### src/rtl/bt_uart_rx.sv
// UART 8N1 receive front end for the Bluetooth serial link, gated by bt_state.
// Define BT_UART_RX_PARITY_EN to receive 8E1 frames with even-parity checking.
module bt_uart_rx #(
    parameter int unsigned CLKS_PER_BIT = 5208,
    parameter int unsigned HALF_BIT     = CLKS_PER_BIT / 2
) (
    input  logic       clock,
    input  logic       resetn,
    input  logic       fpga_rxd,
    input  logic       bt_state,
    input  logic       rx_ready,
    output logic [7:0] rx_data,
    output logic       rx_valid,
    output logic       rx_frame_err,
    output logic       rx_overrun,
    output logic       rx_busy
);

    localparam int unsigned CNT_W = $clog2(CLKS_PER_BIT);
    localparam logic [CNT_W-1:0] HALF_LAST = CNT_W'(HALF_BIT - 1);
    localparam logic [CNT_W-1:0] BIT_LAST  = CNT_W'(CLKS_PER_BIT - 1);

    typedef enum logic [2:0] {
        IDLE,
        START,
        DATA,
`ifdef BT_UART_RX_PARITY_EN
        PARITY,
`endif
        STOP,
        WAIT_HIGH
    } rxState_t;

    rxState_t   state, stateNext;
    logic       rxdMeta, rxdS;
    logic       btMeta, btS;
    logic [CNT_W-1:0] bitCnt, cntNext;
    logic [2:0] bitIdx, idxNext;
    logic [7:0] shiftReg, shiftNext;
    logic       samplePt;
    logic       parityOk;
    logic       deliver;
    logic       frameErrNext;
    logic       overrunNext;
    logic       validNext;
    logic [7:0] dataNext;

`ifdef BT_UART_RX_PARITY_EN
    logic parBit, parNext;
    assign parityOk = ~(^{shiftReg, parBit});
`else
    assign parityOk = 1'b1;
`endif

    // Two-flop synchronisers; rxd idles high, link flag idles disconnected.
    always_ff @(posedge clock or negedge resetn) begin
        if (!resetn) begin
            rxdMeta <= 1'b1;
            rxdS    <= 1'b1;
            btMeta  <= 1'b0;
            btS     <= 1'b0;
        end else begin
            rxdMeta <= fpga_rxd;
            rxdS    <= rxdMeta;
            btMeta  <= bt_state;
            btS     <= btMeta;
        end
    end

    // Start bit is sampled half a bit after the edge, later bits a full bit apart.
    assign samplePt = (state == START) ? (bitCnt == HALF_LAST) : (bitCnt == BIT_LAST);

    always_comb begin
        stateNext    = state;
        cntNext      = samplePt ? '0 : bitCnt + 1'b1;
        idxNext      = bitIdx;
        shiftNext    = shiftReg;
        deliver      = 1'b0;
        frameErrNext = 1'b0;
`ifdef BT_UART_RX_PARITY_EN
        parNext      = parBit;
`endif
        case (state)
            IDLE: begin
                cntNext = '0;
                idxNext = '0;
                if (!rxdS && btS) begin
                    stateNext = START;
                    shiftNext = '0;
                end
            end
            START: begin
                if (samplePt) begin
                    stateNext = rxdS ? IDLE : DATA;
                end
            end
            DATA: begin
                if (samplePt) begin
                    shiftNext[bitIdx] = rxdS;
                    if (bitIdx == 3'd7) begin
                        idxNext = '0;
`ifdef BT_UART_RX_PARITY_EN
                        stateNext = PARITY;
`else
                        stateNext = STOP;
`endif
                    end else begin
                        idxNext = bitIdx + 3'd1;
                    end
                end
            end
`ifdef BT_UART_RX_PARITY_EN
            PARITY: begin
                if (samplePt) begin
                    parNext   = rxdS;
                    stateNext = STOP;
                end
            end
`endif
            STOP: begin
                if (samplePt) begin
                    if (rxdS && parityOk) begin
                        deliver   = 1'b1;
                        stateNext = IDLE;
                    end else if (rxdS) begin
                        frameErrNext = 1'b1;
                        stateNext    = IDLE;
                    end else begin
                        frameErrNext = 1'b1;
                        stateNext    = WAIT_HIGH;
                    end
                end
            end
            WAIT_HIGH: begin
                cntNext = '0;
                if (rxdS) begin
                    stateNext = IDLE;
                end
            end
            default: begin
                stateNext = IDLE;
                cntNext   = '0;
                idxNext   = '0;
            end
        endcase

        // Losing the link abandons any frame in progress silently.
        if (state != IDLE && !btS) begin
            stateNext    = IDLE;
            cntNext      = '0;
            idxNext      = '0;
            deliver      = 1'b0;
            frameErrNext = 1'b0;
        end
    end

    always_comb begin
        validNext   = rx_valid;
        dataNext    = rx_data;
        overrunNext = 1'b0;
        if (rx_valid && rx_ready) begin
            validNext = 1'b0;
        end
        // A consumer taking the old byte this cycle frees the register for the new one.
        if (deliver) begin
            if (!rx_valid || rx_ready) begin
                dataNext  = shiftReg;
                validNext = 1'b1;
            end else begin
                overrunNext = 1'b1;
            end
        end
    end

    always_ff @(posedge clock or negedge resetn) begin
        if (!resetn) begin
            state        <= IDLE;
            bitCnt       <= '0;
            bitIdx       <= '0;
            shiftReg     <= '0;
            rx_data      <= '0;
            rx_valid     <= 1'b0;
            rx_frame_err <= 1'b0;
            rx_overrun   <= 1'b0;
`ifdef BT_UART_RX_PARITY_EN
            parBit       <= 1'b0;
`endif
        end else begin
            state        <= stateNext;
            bitCnt       <= cntNext;
            bitIdx       <= idxNext;
            shiftReg     <= shiftNext;
            rx_data      <= dataNext;
            rx_valid     <= validNext;
            rx_frame_err <= frameErrNext;
            rx_overrun   <= overrunNext;
`ifdef BT_UART_RX_PARITY_EN
            parBit       <= parNext;
`endif
        end
    end

    assign rx_busy = (state != IDLE);

endmodule

### config.mk
export PLATFORM = sky130hd
export DESIGN_NAME = bt_uart_rx
export DESIGN_NICKNAME = d
export VERILOG_FILES = /design/src/rtl/bt_uart_rx.sv
export SDC_FILE = /design/constraint.sdc
export NUM_CORES = 1
export LEC_CHECK = 0
export BUFFER_PORTS_ARGS = -buffer_cell sky130_fd_sc_hd__buf_2
export CELL_PAD_IN_SITES_DETAIL_PLACEMENT = 1
export CELL_PAD_IN_SITES_GLOBAL_PLACEMENT = 2
export CORE_MARGIN = 2
export CORE_UTILIZATION = 42
export DETAILED_ROUTE_END_ITERATION = 8
export PLACE_DENSITY_LB_ADDON = 0.1
export SETUP_SLACK_MARGIN = 0.05
export SLEW_MARGIN = 20
export SYNTH_ARGS = -nofsm -noshare
export SYNTH_HDL_FRONTEND = slang
export SYNTH_SLANG_ARGS = --single-unit
### constraint.sdc
create_clock -name clock -period 3.81 [get_ports clock]
set_input_delay 0.1905 -clock clock [delete_from_list [all_inputs] [get_ports clock]]
set_output_delay 0.1905 -clock clock [all_outputs]
set_load 0.05 [all_outputs]
=== After elaboration in Yosys (flattened, before gate mapping) ===
Cells that the tools add are included.

* Latch bits: 0
* Memories kept: 0
* Input bits: 5
* Word-level logic and storage cells: 86
* Flip-flop bits (word level): 42
* RAM bits: 0
* ROM bits: 0
* Output and inout port bits: 12

* Shifts and indexed selects: 0
* Add/subtract/negate cells: 2
* Bitwise gates (word level): 0
* Multipliers: 0
* Muxes and demuxes: 37
* Equal/unequal tests: 16
* Magnitude comparators: 2
* Reduce and logical (&&, ||, !) cells: 17
* Div/mod/pow operators: 0

{| class="wikitable"
|+ Operators with widths
! operator !! count
|-
| 2-to-1 mux 13 bit || 3
|-
| 2-to-1 mux 3 bit || 11
|-
| 2-to-1 mux 8 bit || 2
|-
| one-hot mux 8 bit (2 select lines) || 1
|-
| 2-to-1 mux 1 bit || 15
|-
| inequality test 3 bit (second input constant) || 5
|-
| one-hot mux 3 bit (5 select lines) || 1
|-
| adder 13 x 1 -> 13 bit (second input constant) || 1
|-
| equality test 13 x 12 -> 1 bit (second input constant) || 1
|-
| equality test 13 bit (second input constant) || 1
|-
| bitwise mux 8 bit || 1
|-
| equality test 3 x 2 -> 1 bit (second input constant) || 2
|-
| equality test 3 bit (second input constant) || 2
|-
| one-hot mux 3 bit (2 select lines) || 1
|-
| AND reduction 6 bit || 1
|-
| OR reduction 3 bit || 2
|-
| logical AND 1 bit || 4
|-
| < comparator 3 x 4 -> 1 bit (second input constant) || 1
|-
| inequality test 2 bit (second input constant) || 2
|-
| AND reduction 2 bit || 2
|-
| adder 3 x 1 -> 3 bit (second input constant) || 1
|-
| demux 1 bit (select 3 bit) || 1
|-
| equality test 3 x 1 -> 1 bit (second input constant) || 1
|-
| >= comparator 3 x 1 -> 1 bit (second input constant) || 1
|-
| other kinds (9) || 11
|}

=== Depth between registers and ports, before layout ===
* Depth in word-level cells: 7
* Gate-level depth with buffers: 7
* Depth with buffers taken out: 6

=== Worst setup path before layout ===
OpenSTA, ideal clock, no wires.

* Kind: register to register
* From: reg state[1]
* To: reg rx_data[0]
* Data required time: 3.685 ns
* Library setup time: 0.125 ns
* Slack: 1.608 ns
* Cell stages (with the launch flop): 6
* Path buffers: 0
* Data arrival time: 2.077 ns
* Period minus slack after synthesis: 2.202 ns
* Path through: dfrtp_1 or3b_1 or4_4 a21oi_4 nand4_4 mux2_2

* Cells in the longest elaborated chain, start to end: 6
* Elaborated cells between the ends (all ways): 9
* Those cells by class: eq/ne (2); mux (4); reduce/logical (3)

{| class="wikitable"
|+ RTL lines
! element !! line !! RTL
|-
| start, declared || 34 || <nowiki>rxState_t state, stateNext;</nowiki>
|-
| start signal, assigned || 189 || <nowiki>state <= stateNext;</nowiki>
|-
| equality test 3 x 1 -> 1 bit || 71 || <nowiki>assign samplePt = (state == START) ? (bitCnt == HALF_LAST) : (bitCnt == BIT_LAST);</nowiki>
|-
| 2-to-1 mux 1 bit || 71 ||
|-
| 2-to-1 mux 1 bit || 121 || <nowiki>if (samplePt) begin</nowiki>
|-
| 2-to-1 mux 1 bit || 83 || <nowiki>case (state)</nowiki>
|-
| 2-to-1 mux 1 bit * || 148 || <nowiki>if (state != IDLE && !btS) begin</nowiki>
|-
| AND reduction 2 bit (no line) * || -- ||
|-
| end signal, assigned || 193 || <nowiki>rx_data <= dataNext;</nowiki>
|-
| end, declared || 12 || <nowiki>output logic [7:0] rx_data,</nowiki>
|}

Every way passes the cells marked *; elsewhere a longest branch is shown, timed or not.
A chain may end at the register's enable or synchronous reset.

=== Worst setup path in the final report ===
* From: reg state[0]
* To: reg bitCnt[12]

* Cells in the longest elaborated chain, start to end: 5
* Elaborated cells between the ends (all ways): 10
* Those cells by class: eq/ne (3); mux (4); reduce/logical (3)

{| class="wikitable"
|+ RTL lines
! element !! line !! RTL
|-
| equality test 3 x 1 -> 1 bit || 71, 83 ||
|-
| 2-to-1 mux 1 bit || 71 ||
|-
| 2-to-1 mux 13 bit || 75 || <nowiki>cntNext = samplePt ? '0 : bitCnt + 1'b1;</nowiki>
|-
| 2-to-1 mux 13 bit || 83 ||
|-
| 2-to-1 mux 13 bit * || 148 ||
|-
| net cntNext[12] || 37 || <nowiki>logic [CNT_W-1:0] bitCnt, cntNext;</nowiki>
|-
| end signal, assigned || 190 || <nowiki>bitCnt <= cntNext;</nowiki>
|-
| end, declared || 37 ||
|}

The timed path passes the listed nets; every way through them passes the cells marked *.

==> metrics.txt <==
Post-synth ARST share 100.0%; Die H 72.72 um; vias in the first global route 1498; switching share of power a little over a fifth; Seq/Total Area, Yosys a little over half; Core Region between 0.004 and 0.005 mm^2; setup TNS 0 ps; Cells after Synth about 180; clock root buffer clkbuf_8; VDD IR max between 0.00015 and 0.0002 V; post-CTS setup buffer count 0; crit path kind flop to flop; CP max FO 13; final period demand of the worst path approximately 2600 ps; Yosys reg bits 42; synthesized area between 0.0015 and 0.002 mm^2; Area Growth Syn to Fin 12.62%; clk sinks 42; num rows 24; final-report setup violation count 0; R2R Setup Slk approximately 1200 ps; post-DR vias/cell approximately 5.7; largest net degree at the start of global routing 43; initial antenna violation count 0; Resized cells post-CTS 0; Die X ~73 um; Synth area leader dfrtp_1; switching power 176.2 uW; syn nets 190; crit path from state[0]; Netlist cell types between 40 and 50; DRC Markers 0; Port-buffer cells 16; n_diodes 0; Reg power frac a little over half; ANT nets after route 0; Gate power share approximately 4%; Ports 17; Max-Cap Viols 0; Pwr Density 372.3 mW/mm^2; RSZ-0062 raised after global routing false; worst rel slew slack 38.00%; Final Hold Fails 0; placed cell area between 0.002 and 0.0025 mm^2; top-area cell type share of the netlist area approximately half; Area contributors post-synth dfrtp_1 50%, mux2_2 4.5%, nor2_1 4.2%; wire length per cell 16.95 um; CTS tree built; Ys Warns 0; die area ~0.0053 mm^2; clk_skew about 12 ps; fmax between 0.3 and 0.4 GHz; CTS buffer count 5; R2R cell count 5; Nets 210; Critical Path End Type flop; status finished clean; count of flip-flops with a built-in enable after synthesis 0; Pleak just under 0.001 uW; Reg clk slew, reported paths 80 ps; type of the worst min-delay path input port to async pin; Slew Viols, Final 0; Final Util about half; Total Wirelength between 4000 and 5000 um; total track usage between 10% and 20%; Startpoint Class flop; H-tree lvl count 2; Critical Path RT between 3000 and 4000 ps; RR Startpoint state[0]; Final period util 68.90%; predominant post-synthesis flop cell dfrtp_1; Final HPWL DP between 3000 and 4000 um; grt ovf 0; final std cells w/o fill ~260; Worst-Margin Slew just over 900 ps; Hold Slack between 20 and 30 ps; final instance area 0.002233 mm^2; first-pass GRT wire length slightly above 7000 um; Mean Syn Cell Area ~11 um^2; most common cell in the netlist dfrtp_1; Clock power frac 41.1%; most frequent cells after synthesis 40 x dfrtp_1, 22 x nor2_1, 18 x nand2_1; Vias around 1500; latest clock arrival within the worst-skew pair 300 ps; Int Power 655.2 uW; DRT iter0 DRCs 54; Setup crit end bitCnt[12]; iteration count of the initial detailed-routing pass 4; placed insts roughly 250; critical path arrival ~2800 ps; RR Endpoint bitCnt[12]; Max Root-Sink Buffers 2; routability congestion estimate roughly 0.82; Initial Utilization 44.62%; share of cells above drive strength 1 a little under a fifth
==> per-stage QoR <==
step                      total power, uW  setup WS, ps
after floorplan                     481.4          1608
after global placement              495.8          1327
after detailed placement            497.9          1231
after CTS                           847.2          1202
after global routing                866.8          1069
final                               831.4          1185
==> timing repair <==
action,in CTS,in global routing
hold buffers,2,0
setup endpoints to repair,0,0
endpoints found under the hold margin,2,0
==> sequential cells by signal (all words and copies together), names as in the netlist <==
signal        flops
btMeta            1
rx_overrun        1
bitIdx            3
rxdS              1
rx_data           8
rx_frame_err      1
shiftReg          8
state             3
bitCnt           13
rx_valid          1
btS               1
rxdMeta           1
==> power by group through the flow <==
stage | Sequential, uW | Combinational, uW | Clock (uW)
floorplan | 461 | 20.8 | 0
global route | 457 | 37.2 | 372
global placement | 465 | 31.1 | 0
CTS | 456 | 34.5 | 356
detailed placement | 465 | 32.8 | 0
finish | 457 | 33.2 | 342
==> layout by cell type (no fill, tap or decap), types with 3 or more instances in the layout <==
| cell | n |
|---|---|
| nand2_1 | 18 |
| dfrtp_1 | 40 |
| nand4_1 | 6 |
| xnor2_1 | 5 |
| buf_2 | 16 |
| nor3_1 | 4 |
| nand2b_1 | 6 |
| a21oi_1 | 4 |
| mux2i_1 | 7 |
| ha_1 | 3 |
| nand3_1 | 8 |
| xor2_1 | 6 |
| clkbuf_8 | 5 |
| o211ai_1 | 3 |
| mux2_2 | 8 |
| nor2_1 | 22 |
==> cells by family (layout without fill, tap and decap cells) <==
logic type                 Yosys count  count (layout)  synth area share (%)
DFF                                 42              42                 53.12
AOI/OAI and AO/OA                   17              17                 6.498
and+or+nand+nor                     87              87                 24.10
xor gates and xnor gates            11              11                 4.858
buffers and inverters                7              28                 1.451
adders and majority gates            3               3                 1.893
muxes                               15              15                 8.076
==> critical path, stage by stage (launching register included) <==
cell and delay (ps):
dfrtp_1 590, or3b_1 440, or4_4 560, a21oi_4 320
or3_1 460, nor2_1 110
==> how the worst min path moves through the flow <==
stage / start / to / slack, ps / depth (start not counted)
floorplan: resetn / bitCnt[0] / -110 / 0
global placement: fpga_rxd / rxdMeta / 300 / 1
detailed placement: bt_state / btMeta / 300 / 1
CTS: resetn / bitIdx[2] / 60 / 1
global route: resetn / bitIdx[2] / 80 / 1
finish: resetn / bitIdx[2] / 30 / 1
==> per-layer routing <==
layer  vias up  track usage [%]  share of wire, %
met2        22            30.00                49
met5         -                0                 0
met4         0            6.790               2.0
met1       737            23.49                46
met3        10            4.558               2.9
li1        684                -                 -
==> final cells by class <==
| class | count | area, um^2 |
|---|---|---|
| clock inverter | 1 | 30.03 |
| multi-input combinational | 133 | 900.9 |
| tap | 52 | 65.06 |
| inverter | 2 | 7.507 |
| timing repair buffer | 18 | 100.1 |
| sequential | 42 | 1054 |
| fill | 495 | 2211 |
| clock buffer | 7 | 76.32 |
Note: power is estimated with default switching activity, not from simulation.
